==> config.mk <==
export PLATFORM = sky130hd
export DESIGN_NAME = input_debounce_filter
export DESIGN_NICKNAME = d
export VERILOG_FILES = /design/src/rtl/input_debounce_filter_pkg.sv /design/src/rtl/input_debounce_filter_channel.sv /design/src/rtl/input_debounce_filter.sv
export SDC_FILE = /design/constraint.sdc
export NUM_CORES = 1
export LEC_CHECK = 0
export BUFFER_PORTS_ARGS = -buffer_cell sky130_fd_sc_hd__buf_2
export CAP_MARGIN = 20
export CORE_MARGIN = 4
export CORE_UTILIZATION = 57
export DETAILED_ROUTE_END_ITERATION = 8
export GPL_TIMING_DRIVEN = 0
export PLACE_DENSITY = 0.73
export SLEW_MARGIN = 0
export SYNTH_ARGS = -nofsm -noshare
export SYNTH_HDL_FRONTEND = slang
export SYNTH_SLANG_ARGS = --single-unit
==> constraint.sdc <==
create_clock -name CLK -period 3.2 [get_ports CLK]
set_clock_uncertainty 0.15 [all_clocks]
set_input_delay 0.32 -clock CLK [delete_from_list [all_inputs] [get_ports CLK]]
set_output_delay 0.32 -clock CLK [all_outputs]
set_load 0.03 [all_outputs]
==> src/rtl/input_debounce_filter_pkg.sv <==
// Shared sizing constants for the PLC input debounce / snapshot stage.
package input_debounce_filter_pkg;
  localparam int N_CH  = 16;
  localparam int CNT_W = 4;
  localparam int PRE_W = 8;
  localparam int SEL_W = $clog2(N_CH);
endpackage

==> src/rtl/input_debounce_filter_channel.sv <==
// One input channel: 2-flop synchroniser, saturating integrator with hysteresis,
// and rise/fall pulses aligned to the edge where STABLE changes.
module debounce_channel
  import input_debounce_filter_pkg::*;
#(
  parameter int CW = CNT_W
) (
  input  logic          gclk,
  input  logic          grst_n,
  input  logic          raw,
  input  logic          tick,
  input  logic [CW-1:0] filt_len,
  output logic          stable,
  output logic          rise,
  output logic          fall
);
  logic          sync1, s;
  logic [CW-1:0] cnt, cnt_d;
  logic          stable_d;

  always_ff @(posedge gclk or negedge grst_n) begin
    if (!grst_n) begin
      sync1  <= 1'b0;
      s      <= 1'b0;
      cnt    <= '0;
      stable <= 1'b0;
    end else begin
      sync1  <= raw;
      s      <= sync1;
      cnt    <= cnt_d;
      stable <= stable_d;
    end
  end

  always_comb begin
    cnt_d    = cnt;
    stable_d = stable;
    if (tick) begin
      if (filt_len == '0) begin
        cnt_d    = '0;
        stable_d = s;
      end else if (cnt > filt_len) begin
        // threshold lowered under a running count: clamp on a high input
        if (s) begin
          cnt_d    = filt_len;
          stable_d = 1'b1;
        end else begin
          cnt_d = cnt - 1'b1;
        end
      end else if (s && (cnt < filt_len)) begin
        cnt_d = cnt + 1'b1;
        if (cnt_d == filt_len) stable_d = 1'b1;
      end else if (!s && (cnt != '0)) begin
        cnt_d = cnt - 1'b1;
        if (cnt_d == '0) stable_d = 1'b0;
      end
    end
  end

  assign rise = stable_d & ~stable;
  assign fall = ~stable_d & stable;
endmodule

==> src/rtl/input_debounce_filter.sv <==
// Debounces N_CH field inputs, freezes a snapshot word on SNAP for serial DMA
// readout via SEL/BIT_OUT, and keeps sticky per-channel edge flags.
module input_debounce_filter
  import input_debounce_filter_pkg::*;
(
  input  logic             CLK,
  input  logic             CLR,
  input  logic [N_CH-1:0]  IN_RAW,
  input  logic [CNT_W-1:0] FILT_LEN,
  input  logic [PRE_W-1:0] PRE_DIV,
  input  logic             SNAP,
  input  logic [SEL_W-1:0] SEL,
  output logic             BIT_OUT,
  output logic [N_CH-1:0]  WORD_OUT,
  output logic [N_CH-1:0]  STABLE,
  output logic [N_CH-1:0]  RISE,
  output logic [N_CH-1:0]  FALL,
  input  logic [N_CH-1:0]  EV_CLR,
  output logic             SNAP_DONE
);
  logic [PRE_W-1:0] pre_cnt;
  logic             tick;
  logic [N_CH-1:0]  rise_p, fall_p;

  // >= so a runtime PRE_DIV reduction cannot strand the counter above it
  assign tick = (pre_cnt >= PRE_DIV);

  always_ff @(posedge CLK or negedge CLR) begin
    if (!CLR) pre_cnt <= '0;
    else      pre_cnt <= tick ? '0 : pre_cnt + 1'b1;
  end

  for (genvar i = 0; i < N_CH; i++) begin : g_ch
    debounce_channel #(.CW(CNT_W)) u_ch (
      .gclk     (CLK),
      .grst_n   (CLR),
      .raw      (IN_RAW[i]),
      .tick     (tick),
      .filt_len (FILT_LEN),
      .stable   (STABLE[i]),
      .rise     (rise_p[i]),
      .fall     (fall_p[i])
    );
  end

  always_ff @(posedge CLK or negedge CLR) begin
    if (!CLR) begin
      WORD_OUT  <= '0;
      SNAP_DONE <= 1'b0;
      RISE      <= '0;
      FALL      <= '0;
    end else begin
      if (SNAP) WORD_OUT <= STABLE;
      SNAP_DONE <= SNAP;
      // a new edge in the clear cycle wins over the clear
      RISE <= (RISE & ~EV_CLR) | rise_p;
      FALL <= (FALL & ~EV_CLR) | fall_p;
    end
  end

  assign BIT_OUT = WORD_OUT[SEL];
endmodule

# Word-level counts from Yosys, hierarchy flattened
# Cells that the tools add are included.
totals:
  wordCells: 545
  in_bits: 51
  output_inout_bits: 66
  reg_bits: 169
classes:
  bitwise: 69
  n_reduce_logical: 113
  order_cmp: 34
  n_eq_ne: 16
  mux: 211
  addsub: 33
op_table:
  columns: ["operator", "count"]
  rows:
  - ["$mux W4", 80]
  - ["$mux W1", 129]
  - ["$reduce_bool A4 Y1", 32]
  - ["$logic_not A4 Y1", 17]
  - ["$add A4 B1 Y4 const B", 16]
  - ["$eq A4 B4 Y1", 16]
  - ["$gt A4 B4 Y1", 16]
  - ["$lt A4 B4 Y1", 16]
  - ["$sub A4 B1 Y4 const B", 16]
  - ["$and A1 B1 Y1", 32]
  - ["$and A16 B16 Y16", 2]
  - ["$logic_and A1 B1 Y1", 32]
  - ["$not A1 Y1", 32]
  - ["$or A16 B16 Y16", 2]
  - ["$reduce_and A2 Y1", 16]
  - ["$logic_not A1 Y1", 16]
  - ["$not A16 Y16", 1]
  - ["$add A8 B1 Y8 const B", 1]
  - ["$ge A8 B8 Y1", 1]
  - ["$mux W8", 1]
  - ["$lt A4 B5 Y1 const B", 1]
  - ["$bmux W1 S4", 1]

# Depth between registers and ports, before layout
# Gate-level depths: netlist (run 1).
depth:
  word_depth: 11
  depth_mapped: 11
  mapped_depth_nobuf: 8

# By module
# A second synthesis (run 1) with hierarchy kept.
unflattened:
  hier_cells: 1522
  hier_area_um2: 15607.5
modules_own_cells:
  columns: ["mod", "area_each_um2", "seq_area_each_um2", "cells_per_inst", "n_inst"]
  rows:
  - ["debounce_channel", 824.5, 175.2, 84, 16]
  - ["input_debounce_filter", 2414.8, 1426.4, 178, 1]

# Least setup slack after synthesis (run 1)
# No wires, ideal clock.
synth_path:
  path_kind: "input to register"
  startpoint: "in FILT_LEN[2]"
  endpoint: "reg g_ch[9].u_ch.cnt[1]"
  path_stages: 9
  slack_ps: 221
  n_path_buf: 2
  setup_ps: 125
  t_arrival_ps: 2704
  cell_sequence: "buf_2 inv_1 buf_2 ha_1 and3b_1 nor3_1 o21ai_1 o311ai_2 mux2_2"
synth_via:
  elab_chain_cells: 5
  word_cells_on_any_way: 9
synth_lines:
  columns: ["item", "line", "source"]
  rows:
  - ["start: declaration", "input_debounce_filter.sv:9", "input logic [CNT_W-1:0] FILT_LEN,"]
  - ["$lt A4 B4 Y1", "input_debounce_filter_channel.sv:50", "end else if (s && (cnt < filt_len)) begin"]
  - ["$logic_and A1 B1 Y1", "input_debounce_filter_channel.sv:50", null]
  - ["$mux W4", "input_debounce_filter_channel.sv:50", null]
  - ["$mux W4", "input_debounce_filter_channel.sv:42", "end else if (cnt > filt_len) begin"]
  - ["$mux W4", "input_debounce_filter_channel.sv:39", "if (filt_len == '0) begin"]
  - ["end signal: assignment", "input_debounce_filter_channel.sv:30", "cnt <= cnt_d;"]
  - ["end: declaration", "input_debounce_filter_channel.sv:18", "logic [CW-1:0] cnt, cnt_d;"]
# Several ways; a longest one is shown, not always the timed one.
# A chain may end at the register's enable or synchronous reset.

# Worst setup path in the final report (run 1)
layout_path:
  startpoint: "in FILT_LEN[0]"
  endpoint: "reg g_ch[4].u_ch.stable"
layout_via:
  elab_chain_cells: 6
  word_cells_on_any_way: 10
layout_lines:
  columns: ["item", "line", "source"]
  rows:
  - ["$lt A4 B4 Y1 / $eq A4 B4 Y1 (equally long branches)", "input_debounce_filter_channel.sv:50, input_debounce_filter_channel.sv:52", null]
  - ["$logic_and A1 B1 Y1 / $mux W1 (equally long branches)", "input_debounce_filter_channel.sv:50, input_debounce_filter_channel.sv:52", null]
  - ["$mux W1", "input_debounce_filter_channel.sv:50", null]
  - ["$mux W1", "input_debounce_filter_channel.sv:42", null]
  - ["$mux W1 *", "input_debounce_filter_channel.sv:39", null]
  - ["$mux W1 *", "input_debounce_filter_channel.sv:38", "if (tick) begin"]
  - ["net g_ch[4].u_ch.stable_d", "input_debounce_filter_channel.sv:19", "logic stable_d;"]
  - ["end signal: assignment", "input_debounce_filter_channel.sv:31", "stable <= stable_d;"]
  - ["end: declaration", "input_debounce_filter_channel.sv:13", "output logic stable,"]
# The timed path passes the listed nets; every way through them passes the cells marked *.

==> impl_metrics.env, run 1 <==
export IMPL_status="finished, violations left"
export IMPL_violations="negative setup slack"
export IMPL_grt_pass1_wl_um=70500
export IMPL_clockBufferDepth=2
export IMPL_grt_max_degree=100
export IMPL_synth_edff_count=0
export IMPL_syn2layout_area_growth_pct=15.4
export IMPL_synth_area_leader_cell="dfrtp_1"
export IMPL_dieHeight_um=163
export IMPL_multi_input_area_um2=8720
export IMPL_fillerInstances=2019
export IMPL_ant_nets=0
export IMPL_drcViolationCount=0
export IMPL_worstMarginPinSlew_ns=1.07
export IMPL_power_density_nw_per_um2=997
export IMPL_grt_pass1_vias=12600
export IMPL_grt_antenna_before_repair=1
export IMPL_io_buffers=114
export IMPL_leakagePower_nw=7.11
export IMPL_cp_start_kind="input port"
export IMPL_layout_setup_ws_ns=-0.00242
export IMPL_hold_depth=0
export IMPL_gp_congestion=0.977
export IMPL_power_w=0.0158
export IMPL_num_vias=13400
export IMPL_rsz0062_at_grt="no"
export IMPL_crit_path_end_kind="register"
export IMPL_worst_path_max_delay_cell="clkbuf_1"
export IMPL_hp_class="reg2reg"
export IMPL_synth_area_per_cell_um2=8.90
export IMPL_synthTopCellsByArea="dfrtp_1, ha_1, xnor2_1, o21ai_0, inv_1"
export IMPL_cp_max_fo=17
export IMPL_row_count=56
export IMPL_cts_buffers=17
export IMPL_grt_use_total=0.338
export IMPL_post_synth_top_count_cell="dfrtp_1"
export IMPL_yosysWarnings=0
export IMPL_max_freq_mhz=312
export IMPL_wl_per_cell_um=22.0
export IMPL_synthArstFlopShare=1.00
export IMPL_slew_headroom=0.290
export IMPL_cap_violations=0
export IMPL_crit_required_ns=3.38
export IMPL_synth_fp_nets=1716
export IMPL_finalCriticalPeriod_ns=3.20
export IMPL_io_pins=117
export IMPL_ys_top_cells_by_count="dfrtp_1, ha_1, inv_1"
export IMPL_cts_tree="yes"
export IMPL_ys_seq_area_frac=0.308
export IMPL_yosysTopAreaCellShare=0.308
export IMPL_crit_chain="buf_4, clkbuf_1, inv_1, nand4_2, buf_2, clkbuf_2, o311ai_0, a32o_1"
export IMPL_netlist_area_um2=13700
export IMPL_overflow=0
export IMPL_dp_hpwl_um=31200
export IMPL_routed_wl_um=45100
export IMPL_max_stage_delay_ns=0.53
export IMPL_ir_drop_v=0.000483
export IMPL_slew_violations=0
export IMPL_path_clk_slew_ns=0.08
export IMPL_netlist_instances=1544
export IMPL_worst_r2r_cell_count=10
export IMPL_antennaDiodeCount=0
export IMPL_synth_seq_cells=169
export IMPL_fin_crit_sh=1.00
export IMPL_dieArea_um2=26700
export IMPL_drt_iter0_drc=1621
export IMPL_finalSetupViolCount=1
export IMPL_synth_distinct_cells=84
export IMPL_crit_type="in2reg"
export IMPL_synthFlopType="dfrtp_1"
export IMPL_die_w_um=163
export IMPL_clock_latency_ns=0.45
export IMPL_layout_drive_gt1_share=0.148
export IMPL_h_tree_depth=4
export IMPL_regArea_um2=4230
export IMPL_vias_per_cell=6.53
export IMPL_start_util=0.582
export IMPL_clkSinkCount=169
export IMPL_hold_violations=0
export IMPL_cp_arrival_ns=3.38
export IMPL_cts_root_buffer="clkbuf_16"
export IMPL_fin_nets=1890
export IMPL_dr_pass1_iters=8
export IMPL_final_core_util=0.672
export IMPL_coreArea_um2=23600
-- cell type report --
cell class	count	share of cell area
buffer	87	0.0280
clock buffer	22	0.0293
clock inverter	10	0.0105
inverter	111	0.0264
multi-input combinational	1176	0.550
sequential	169	0.267
tap	319	0.0252
timing repair buffer	156	0.0644
-- through the flow --
step | hold WS [ns] | TNS, ns | worst slack (ns) | cell area, µm² | instances
floorplan | -0.126 | 0 | 0.221 | 13700 | 1544
global placement | 0.183 | -243.43 | -1.07 | 14700 | 1977
detailed placement | 0.164 | -65.04 | -1.02 | 14800 | 1980
CTS | 0.200 | 0 | 0.00644 | 15800 | 2047
global route | 0.207 | 0 | 0.0248 | 15900 | 2050
finish | 0.194 | -0.00242 | -0.00242 | 15900 | 2050
-- flip-flops by register name, indices dropped and copies added, names as in the netlist --
signal            cells
g_ch.u_ch.stable     16
WORD_OUT             16
pre_cnt               8
g_ch.u_ch.cnt        64
RISE                 16
g_ch.u_ch.s          16
g_ch.u_ch.sync1      16
SNAP_DONE             1
FALL                 16
-- worst max-delay path: cells and delay by family --
kind / cells / cell delay [ns]
buf+inv: 5 / 2.03
simple gates: 1 / 0.41
compound gates: 2 / 0.59
-- cells by family (layout without fill, tap and decap cells) --
group / Yosys count / count (layout) / share of synthesized area
compound gates: 484 / 484 / 0.253
xor+xnor: 115 / 115 / 0.0733
fa+ha+maj: 121 / 121 / 0.110
buf+inv: 199 / 386 / 0.0612
flops: 169 / 169 / 0.308
mux: 46 / 46 / 0.0407
simple gates: 410 / 410 / 0.154
-- where the power goes --
part / switching, W / total (W) / internal [W]
Sequential: 0.000987 / 0.00380 / 0.00281
Combinational: 0.00573 / 0.00972 / 0.00398
Clock: 0.000938 / 0.00229 / 0.00135
Total: 0.00766 / 0.0158 / 0.00815
-- layer usage --
metal	wire length, µm	global-route usage
met5	13	0
met3	4380	0.0684
met2	20200	0.537
met4	1910	0.125
met1	18500	0.459
-- final timing paths --
path                                               startpoint                                to  slack [ns]
worst max-delay path                              FILT_LEN[0]     g_ch[4].u_ch.stable$_DFF_PN0_      -0.002
worst min-delay path            g_ch[10].u_ch.sync1$_DFF_PN0_         g_ch[10].u_ch.s$_DFF_PN0_        0.19
worst max register to register           pre_cnt[0]$_DFF_PN0_  g_ch[15].u_ch.cnt[2]$_DFFE_PN0P_        0.16
worst min register to register  g_ch[10].u_ch.sync1$_DFF_PN0_         g_ch[10].u_ch.s$_DFF_PN0_        0.19
max in group asynchronous                                 CLR   g_ch[3].u_ch.cnt[1]$_DFFE_PN0P_        1.73
min in group asynchronous                                 CLR          g_ch[5].u_ch.s$_DFF_PN0_        0.26
-- cell usage in the layout, fill, tap and decap left out, types with 12 or more instances in the layout --
| cell type | synthesis | routed |
|---|---|---|
| o22ai_1 | 23 | 23 |
| o32ai_1 | 16 | 16 |
| buf_4 | 17 | 25 |
| nand4_1 | 24 | 24 |
| mux2_2 | 29 | 29 |
| nor2_1 | 88 | 87 |
| o2bb2ai_1 | 12 | 12 |
| a32o_1 | 12 | 12 |
| buf_2 | 18 | 127 |
| a41o_1 | 14 | 14 |
| clkbuf_1 | 50 | 48 |
| dfrtp_1 | 169 | 169 |
| nand2_1 | 85 | 85 |
| mux2i_1 | 12 | 12 |
| dlygate4sd3_1 | 0 | 34 |
| nor3_1 | 39 | 39 |
| nand2b_1 | 13 | 13 |
| and3_1 | 14 | 14 |
| nand3_1 | 47 | 47 |
| ha_1 | 121 | 121 |
| o21a_1 | 18 | 18 |
| nor4_1 | 13 | 13 |
| nor2b_1 | 29 | 29 |
| xnor2_1 | 69 | 69 |
| a21oi_1 | 68 | 68 |
| o31ai_1 | 21 | 21 |
| inv_1 | 109 | 109 |
| a211oi_1 | 19 | 18 |
| o21ai_0 | 89 | 89 |
| a31oi_1 | 21 | 21 |
| clkbuf_16 | 0 | 17 |
| o211ai_1 | 28 | 28 |
| xor2_1 | 46 | 46 |
-- what timing repair did --
action	in CTS	in global routing
setup endpoints to repair	105	37
gates resized for setup	12	12
setup buffers	2	3
pin swaps	1	1
hold endpoints to repair	106	0
hold buffers	34	0
(Power assumes the default switching activity.)
==> run 2, diff against run 1 <==
--- a/config.mk
+++ b/config.mk
@@ -6,7 +6,7 @@
 export NUM_CORES = 1
 export LEC_CHECK = 0
 export BUFFER_PORTS_ARGS = -buffer_cell sky130_fd_sc_hd__buf_2
-export CAP_MARGIN = 20
+export CAP_MARGIN = 40
 export CORE_MARGIN = 4
 export CORE_UTILIZATION = 57
 export DETAILED_ROUTE_END_ITERATION = 8
==> constraint.sdc (replaced) <==
create_clock -name CLK -period 3 [get_ports CLK]
set_clock_uncertainty 0.15 [all_clocks]
set_input_delay 0.3 -clock CLK [delete_from_list [all_inputs] [get_ports CLK]]
set_output_delay 0.3 -clock CLK [all_outputs]
set_load 0.01 [all_outputs]
==> run 2 against run 1 <==
The run now ends clean. Clock power grew 6%. Via count is essentially flat. Core utilization grew 0.59 points. Die area is the same. Setup slack gained 0.011 ns. Largest power group unchanged.
==> impl_metrics.env, run 2 (synthesized netlist as in run 1, its figures left out) <==
export IMPL_status="completed"
export IMPL_dieArea_um2=26700
export IMPL_wl_per_cell_um=21.9
export IMPL_power_w=0.0166
export IMPL_largest_register_ffs=64
export IMPL_fillerInstances=1970
export IMPL_worst_r2r_cell_count=11
export IMPL_post_dp_cell_area_um2=14900
export IMPL_cts_tree="yes"
export IMPL_worstMarginPinSlew_ns=0.908
export IMPL_start_util=0.582
export IMPL_grt_pass1_wl_um=70000
export IMPL_dp_hpwl_um=32100
export IMPL_hold_path_startpoint="g_ch[5].u_ch.sync1$_DFF_PN0_"
export IMPL_grt_max_degree=100
export IMPL_die_w_um=163
export IMPL_hold_depth=0
export IMPL_finalSetupViolCount=0
export IMPL_cp_arrival_ns=3.18
export IMPL_drt_iter0_drc=1354
export IMPL_power_density_nw_per_um2=1040
export IMPL_clock_latency_ns=0.44
export IMPL_clockBufferDepth=2
export IMPL_cap_violations=0
export IMPL_fin_nets=1898
export IMPL_crit_type="in2reg"
export IMPL_finalCriticalPeriod_ns=2.99
export IMPL_io_pins=117
export IMPL_num_vias=13400
export IMPL_max_freq_mhz=334
export IMPL_cp_start_kind="input port"
export IMPL_final_cells=2058
export IMPL_vias_per_cell=6.51
export IMPL_overflow=0
export IMPL_ant_nets=0
export IMPL_hp_class="reg2reg"
export IMPL_rsz0062_at_grt="yes"
export IMPL_drcViolationCount=0
export IMPL_cts_setup_buffers=0
export IMPL_grt_antenna_before_repair=1
export IMPL_final_cell_mix="dfrtp_1, buf_2, ha_1"
export IMPL_cts_buffers=17
export IMPL_dieHeight_um=163
export IMPL_final_core_util=0.678
export IMPL_r2r_start="pre_cnt[0]$_DFF_PN0_"
export IMPL_crit_path_end_kind="register"
export IMPL_fin_crit_sh=0.997
export IMPL_regMostFlops="g_ch.u_ch.cnt"
export IMPL_slew_headroom=0.395
export IMPL_row_count=56
export IMPL_h_tree_depth=4
export IMPL_regArea_um2=4230
export IMPL_r2r_end="g_ch[15].u_ch.cnt[2]$_DFFE_PN0P_"
export IMPL_dr_pass1_iters=7
export IMPL_routed_wl_um=45000
export IMPL_ir_drop_v=0.000509
export IMPL_multi_input_area_um2=8740
export IMPL_min_to="g_ch[5].u_ch.s$_DFF_PN0_"
export IMPL_slew_violations=0
export IMPL_hold_violations=0
export IMPL_tns_ns=0
export IMPL_leakagePower_nw=7.16
export IMPL_final_common_cell="dfrtp_1"
export IMPL_syn2layout_area_growth_pct=16.4
export IMPL_r2r_slack_ns=0.06
export IMPL_io_buffers=114
export IMPL_layout_drive_gt1_share=0.153
export IMPL_cp_max_fo=17
export IMPL_coreArea_um2=23600
export IMPL_grt_pass1_vias=12700
export IMPL_dp_cells=1992
export IMPL_cts_root_buffer="clkbuf_16"
export IMPL_path_clk_slew_ns=0.07
export IMPL_gp_congestion=0.977
export IMPL_clkSinkCount=169
export IMPL_design_area_um2=16000
export IMPL_crit_required_ns=3.18
export IMPL_grt_use_total=0.335
run 2: timing repair:
action | CTS | global route
pin swaps | 0 | 0
endpoints found under the setup margin | 85 | 27
resized for setup | 15 | 13
hold buffers | 34 | 0
endpoints found under the hold margin | 107 | 0
run 2: where the power goes:
group | switching, W | leakage (nW) | total (W) | internal, W
combinational | 0.00580 | 4.81 | 0.0101 | 0.00431
clock | 0.000981 | 0.303 | 0.00242 | 0.00144
sequential | 0.00104 | 2.05 | 0.00405 | 0.00300
total | 0.00783 | 7.16 | 0.0166 | 0.00874
run 2: cell type report:
| type | count | area share |
|---|---|---|
| plain buffers | 88 | 0.0285 |
| clock inverters | 10 | 0.0105 |
| clock buffers | 20 | 0.0285 |
| multi-input cells | 1176 | 0.546 |
| repair buffers | 163 | 0.0707 |
| well taps | 319 | 0.0249 |
| diodes | 2 | 0.000313 |
| inverters | 111 | 0.0262 |
| flip-flops and latches | 169 | 0.264 |
run 2: metal layers:
metal | wire [µm] | global-route usage | share of wire
met5 | 0 | 0 | 0
met2 | 20300 | 0.526 | 0.45
met1 | 18600 | 0.449 | 0.41
met4 | 1920 | 0.151 | 0.043
met3 | 4230 | 0.0671 | 0.094
run 2: through the flow:
stage	hold WS, ns	worst slack [ns]
floorplan	-0.146	0.0411
global placement	0.183	-1.25
detailed placement	0.138	-1.07
CTS	0.201	0.00451
global route	0.207	-0.0322
finish	0.200	0.00815
run 2: worst max-delay path by stage:
stage,startpoint,to,slack [ns],cells after the start
floorplan,FILT_LEN[2],g_ch[9].u_ch.cnt[1]$_DFFE_PN0P_,0.04,9
global placement,CLR,g_ch[15].u_ch.sync1$_DFF_PN0_,-1.25,1
detailed placement,FILT_LEN[0],FALL[2]$_DFF_PN0_,-1.07,8
CTS,FILT_LEN[2],g_ch[9].u_ch.cnt[1]$_DFFE_PN0P_,0.005,9
global route,pre_cnt[0]$_DFF_PN0_,g_ch[15].u_ch.cnt[3]$_DFFE_PN0P_,-0.03,11
finish,FILT_LEN[0],FALL[6]$_DFF_PN0_,0.008,9
run 2: critical path: stages:
cell      delay, ns
buf_4          0.36
clkbuf_2       0.37
inv_1          0.29
nand4_2        0.39
buf_2          0.43
clkbuf_1       0.42
buf_6          0.23
a31oi_1        0.10
o32ai_1        0.24
==> run 3, diff against run 2 <==
--- a/config.mk
+++ b/config.mk
@@ -7,7 +7,7 @@
 export LEC_CHECK = 0
 export BUFFER_PORTS_ARGS = -buffer_cell sky130_fd_sc_hd__buf_2
 export CAP_MARGIN = 40
-export CORE_MARGIN = 4
+export CORE_MARGIN = 2
 export CORE_UTILIZATION = 57
 export DETAILED_ROUTE_END_ITERATION = 8
 export GPL_TIMING_DRIVEN = 0
==> run 3 against run 2 <==
The run now ends with negative setup slack left. Global-route usage is 1.5 points higher. Sequential cell count stayed put. Power down 1.0%. Sequential power hardly changed. Clock-buffer cell count shrank 1. First-iteration DRC count up 22%. Combinational power hardly changed. Register-to-register slack lost 0.03 ns. Critical endpoint is now g_ch[5].u_ch.stable$_DFF_PN0_.
==> impl_metrics.env, run 3 (synthesized netlist as in run 1, its figures left out) <==
export IMPL_status="finished, violations left"
export IMPL_violations="negative setup slack"
export IMPL_dieHeight_um=159
export IMPL_grt_pass1_wl_um=70000
export IMPL_cp_start_kind="input port"
export IMPL_row_count=56
export IMPL_crit_type="in2reg"
export IMPL_dieArea_um2=25400
export IMPL_antennaDiodeCount=0
export IMPL_num_vias=13400
export IMPL_fillerInstances=1986
export IMPL_hold_path_startpoint="g_ch[7].u_ch.sync1$_DFF_PN0_"
export IMPL_r2r_slack_ns=0.03
export IMPL_grt_antenna_before_repair=1
export IMPL_ant_nets=0
export IMPL_regMostFlops="g_ch.u_ch.cnt"
export IMPL_layout_drive_gt1_share=0.153
export IMPL_io_pins=117
export IMPL_final_core_util=0.675
export IMPL_wl_per_cell_um=21.7
export IMPL_clockBufferDepth=2
export IMPL_hold_violations=0
export IMPL_grt_use_total=0.349
export IMPL_cts_tree="yes"
export IMPL_clkSinkCount=169
export IMPL_grt_pass1_vias=12900
export IMPL_start_util=0.584
export IMPL_largest_register_ffs=64
export IMPL_grt_max_degree=94
export IMPL_finalSetupViolCount=3
export IMPL_layout_setup_ws_ns=-0.0832
export IMPL_drt_iter0_drc=1651
export IMPL_hp_class="reg2reg"
export IMPL_h_tree_depth=4
export IMPL_slew_headroom=0.339
export IMPL_worstMarginPinSlew_ns=0.992
export IMPL_crit_path_end_kind="register"
export IMPL_min_to="g_ch[7].u_ch.s$_DFF_PN0_"
export IMPL_worst_r2r_cell_count=10
export IMPL_slew_violations=0
export IMPL_leakagePower_nw=7.12
export IMPL_grt_busiest_layer="met2"
export IMPL_r2r_start="pre_cnt[0]$_DFF_PN0_"
export IMPL_ir_drop_v=0.000521
export IMPL_die_w_um=159
export IMPL_syn2layout_area_growth_pct=15.5
export IMPL_fin_nets=1895
export IMPL_met3_usage=0.0875
export IMPL_r2r_end="g_ch[5].u_ch.stable$_DFF_PN0_"
export IMPL_cap_violations=0
export IMPL_final_common_cell="dfrtp_1"
export IMPL_path_clk_slew_ns=0.07
export IMPL_coreArea_um2=23500
export IMPL_vias_per_cell=6.53
export IMPL_max_freq_mhz=324
export IMPL_cp_arrival_ns=3.25
export IMPL_power_density_nw_per_um2=1030
export IMPL_holdWs_ns=0.198
export IMPL_io_buffers=114
export IMPL_drcViolationCount=0
export IMPL_routed_wl_um=44500
export IMPL_overflow=0
export IMPL_fin_crit_sh=1.03
export IMPL_hold_depth=0
export IMPL_dr_pass1_iters=8
export IMPL_grt_use_met2=0.542
export IMPL_finalCriticalPeriod_ns=3.08
export IMPL_cp_max_fo=17
export IMPL_gr_usage_met1=0.453
export IMPL_cts_root_buffer="clkbuf_16"
export IMPL_gp_congestion=0.965
export IMPL_clock_latency_ns=0.44
export IMPL_crit_required_ns=3.17
export IMPL_final_cell_mix="dfrtp_1, buf_2, ha_1"
export IMPL_cts_buffers=17
export IMPL_dp_hpwl_um=31200
-- run 3: cell count changes in the layout (fill, tap and decap cells not counted), sizes merged --
cell / change
diode: -2
buf: -1
clkbuf: -3
bufinv: -2
inv: +2
clkinvlp: +2
-- run 3: final cells by class --
class	instances	area, µm²	area share
tap	319	399	0.0251
sequential	169	4230	0.266
clock inverter	12	140	0.00882
multi-input combinational	1176	8710	0.548
inverter	111	419	0.0264
buffer	88	467	0.0294
timing repair buffer	160	1070	0.0675
clock buffer	19	453	0.0285
-- run 3: power breakdown --
group / total (W) / internal (W) / switching [W]
combinational: 0.0100 / 0.00428 / 0.00575
clock: 0.00231 / 0.00128 / 0.00103
sequential: 0.00407 / 0.00300 / 0.00107
-- run 3: layer usage --
metal,vias up,wire [µm]
met4,2,2380
met2,760,19600
met5,-,16
li1,6151,-
met1,6343,17900
met3,151,4620
-- run 3: worst max path at each step --
stage	startpoint	slack, ns	cells past startpoint	to
finish	FILT_LEN[0]	-0.08	8	g_ch[5].u_ch.stable$_DFF_PN0_
global route	pre_cnt[0]$_DFF_PN0_	-0.004	10	g_ch[1].u_ch.stable$_DFF_PN0_
CTS	pre_cnt[0]$_DFF_PN0_	0.04	11	g_ch[13].u_ch.cnt[0]$_DFFE_PN0P_
detailed placement	FILT_LEN[0]	-1.09	8	g_ch[4].u_ch.stable$_DFF_PN0_
global placement	CLR	-1.25	1	g_ch[15].u_ch.sync1$_DFF_PN0_
floorplan	FILT_LEN[2]	0.04	9	g_ch[9].u_ch.cnt[1]$_DFFE_PN0P_
-- run 3: repair_timing --
| action | 4_1_cts | 5_1_grt |
|---|---|---|
| setup endpoints to repair | 80 | 36 |
| resized for setup | 15 | 14 |
| buffers inserted | 0 | 0 |
| hold buffers | 34 | 0 |
| endpoints found under the hold margin | 112 | 0 |
-- run 3: worst max-delay path, cell delays in order --
cell	delay (ns)
buf_4	0.25
clkbuf_2	0.30
nor4_4	0.43
buf_6	0.23
buf_2	0.31
buf_1	0.78
o21ai_0	0.34
a21bo_2	0.29
-- run 3: through the flow --
stage | setup TNS, ns | total power, W | instances | setup slack (ns) | instance area [µm²]
2_1_floorplan | 0 | 0.0111 | 1544 | 0.0411 | 13700
3_3_place_gp | -288.25 | 0.0134 | 1977 | -1.25 | 14700
3_5_place_dp | -63.92 | 0.0137 | 1988 | -1.09 | 14900
4_1_cts | 0 | 0.0161 | 2053 | 0.0404 | 15800
5_1_grt | -0.00419 | 0.0176 | 2054 | -0.00419 | 15900
6_report | -0.153 | 0.0164 | 2054 | -0.0832 | 15900
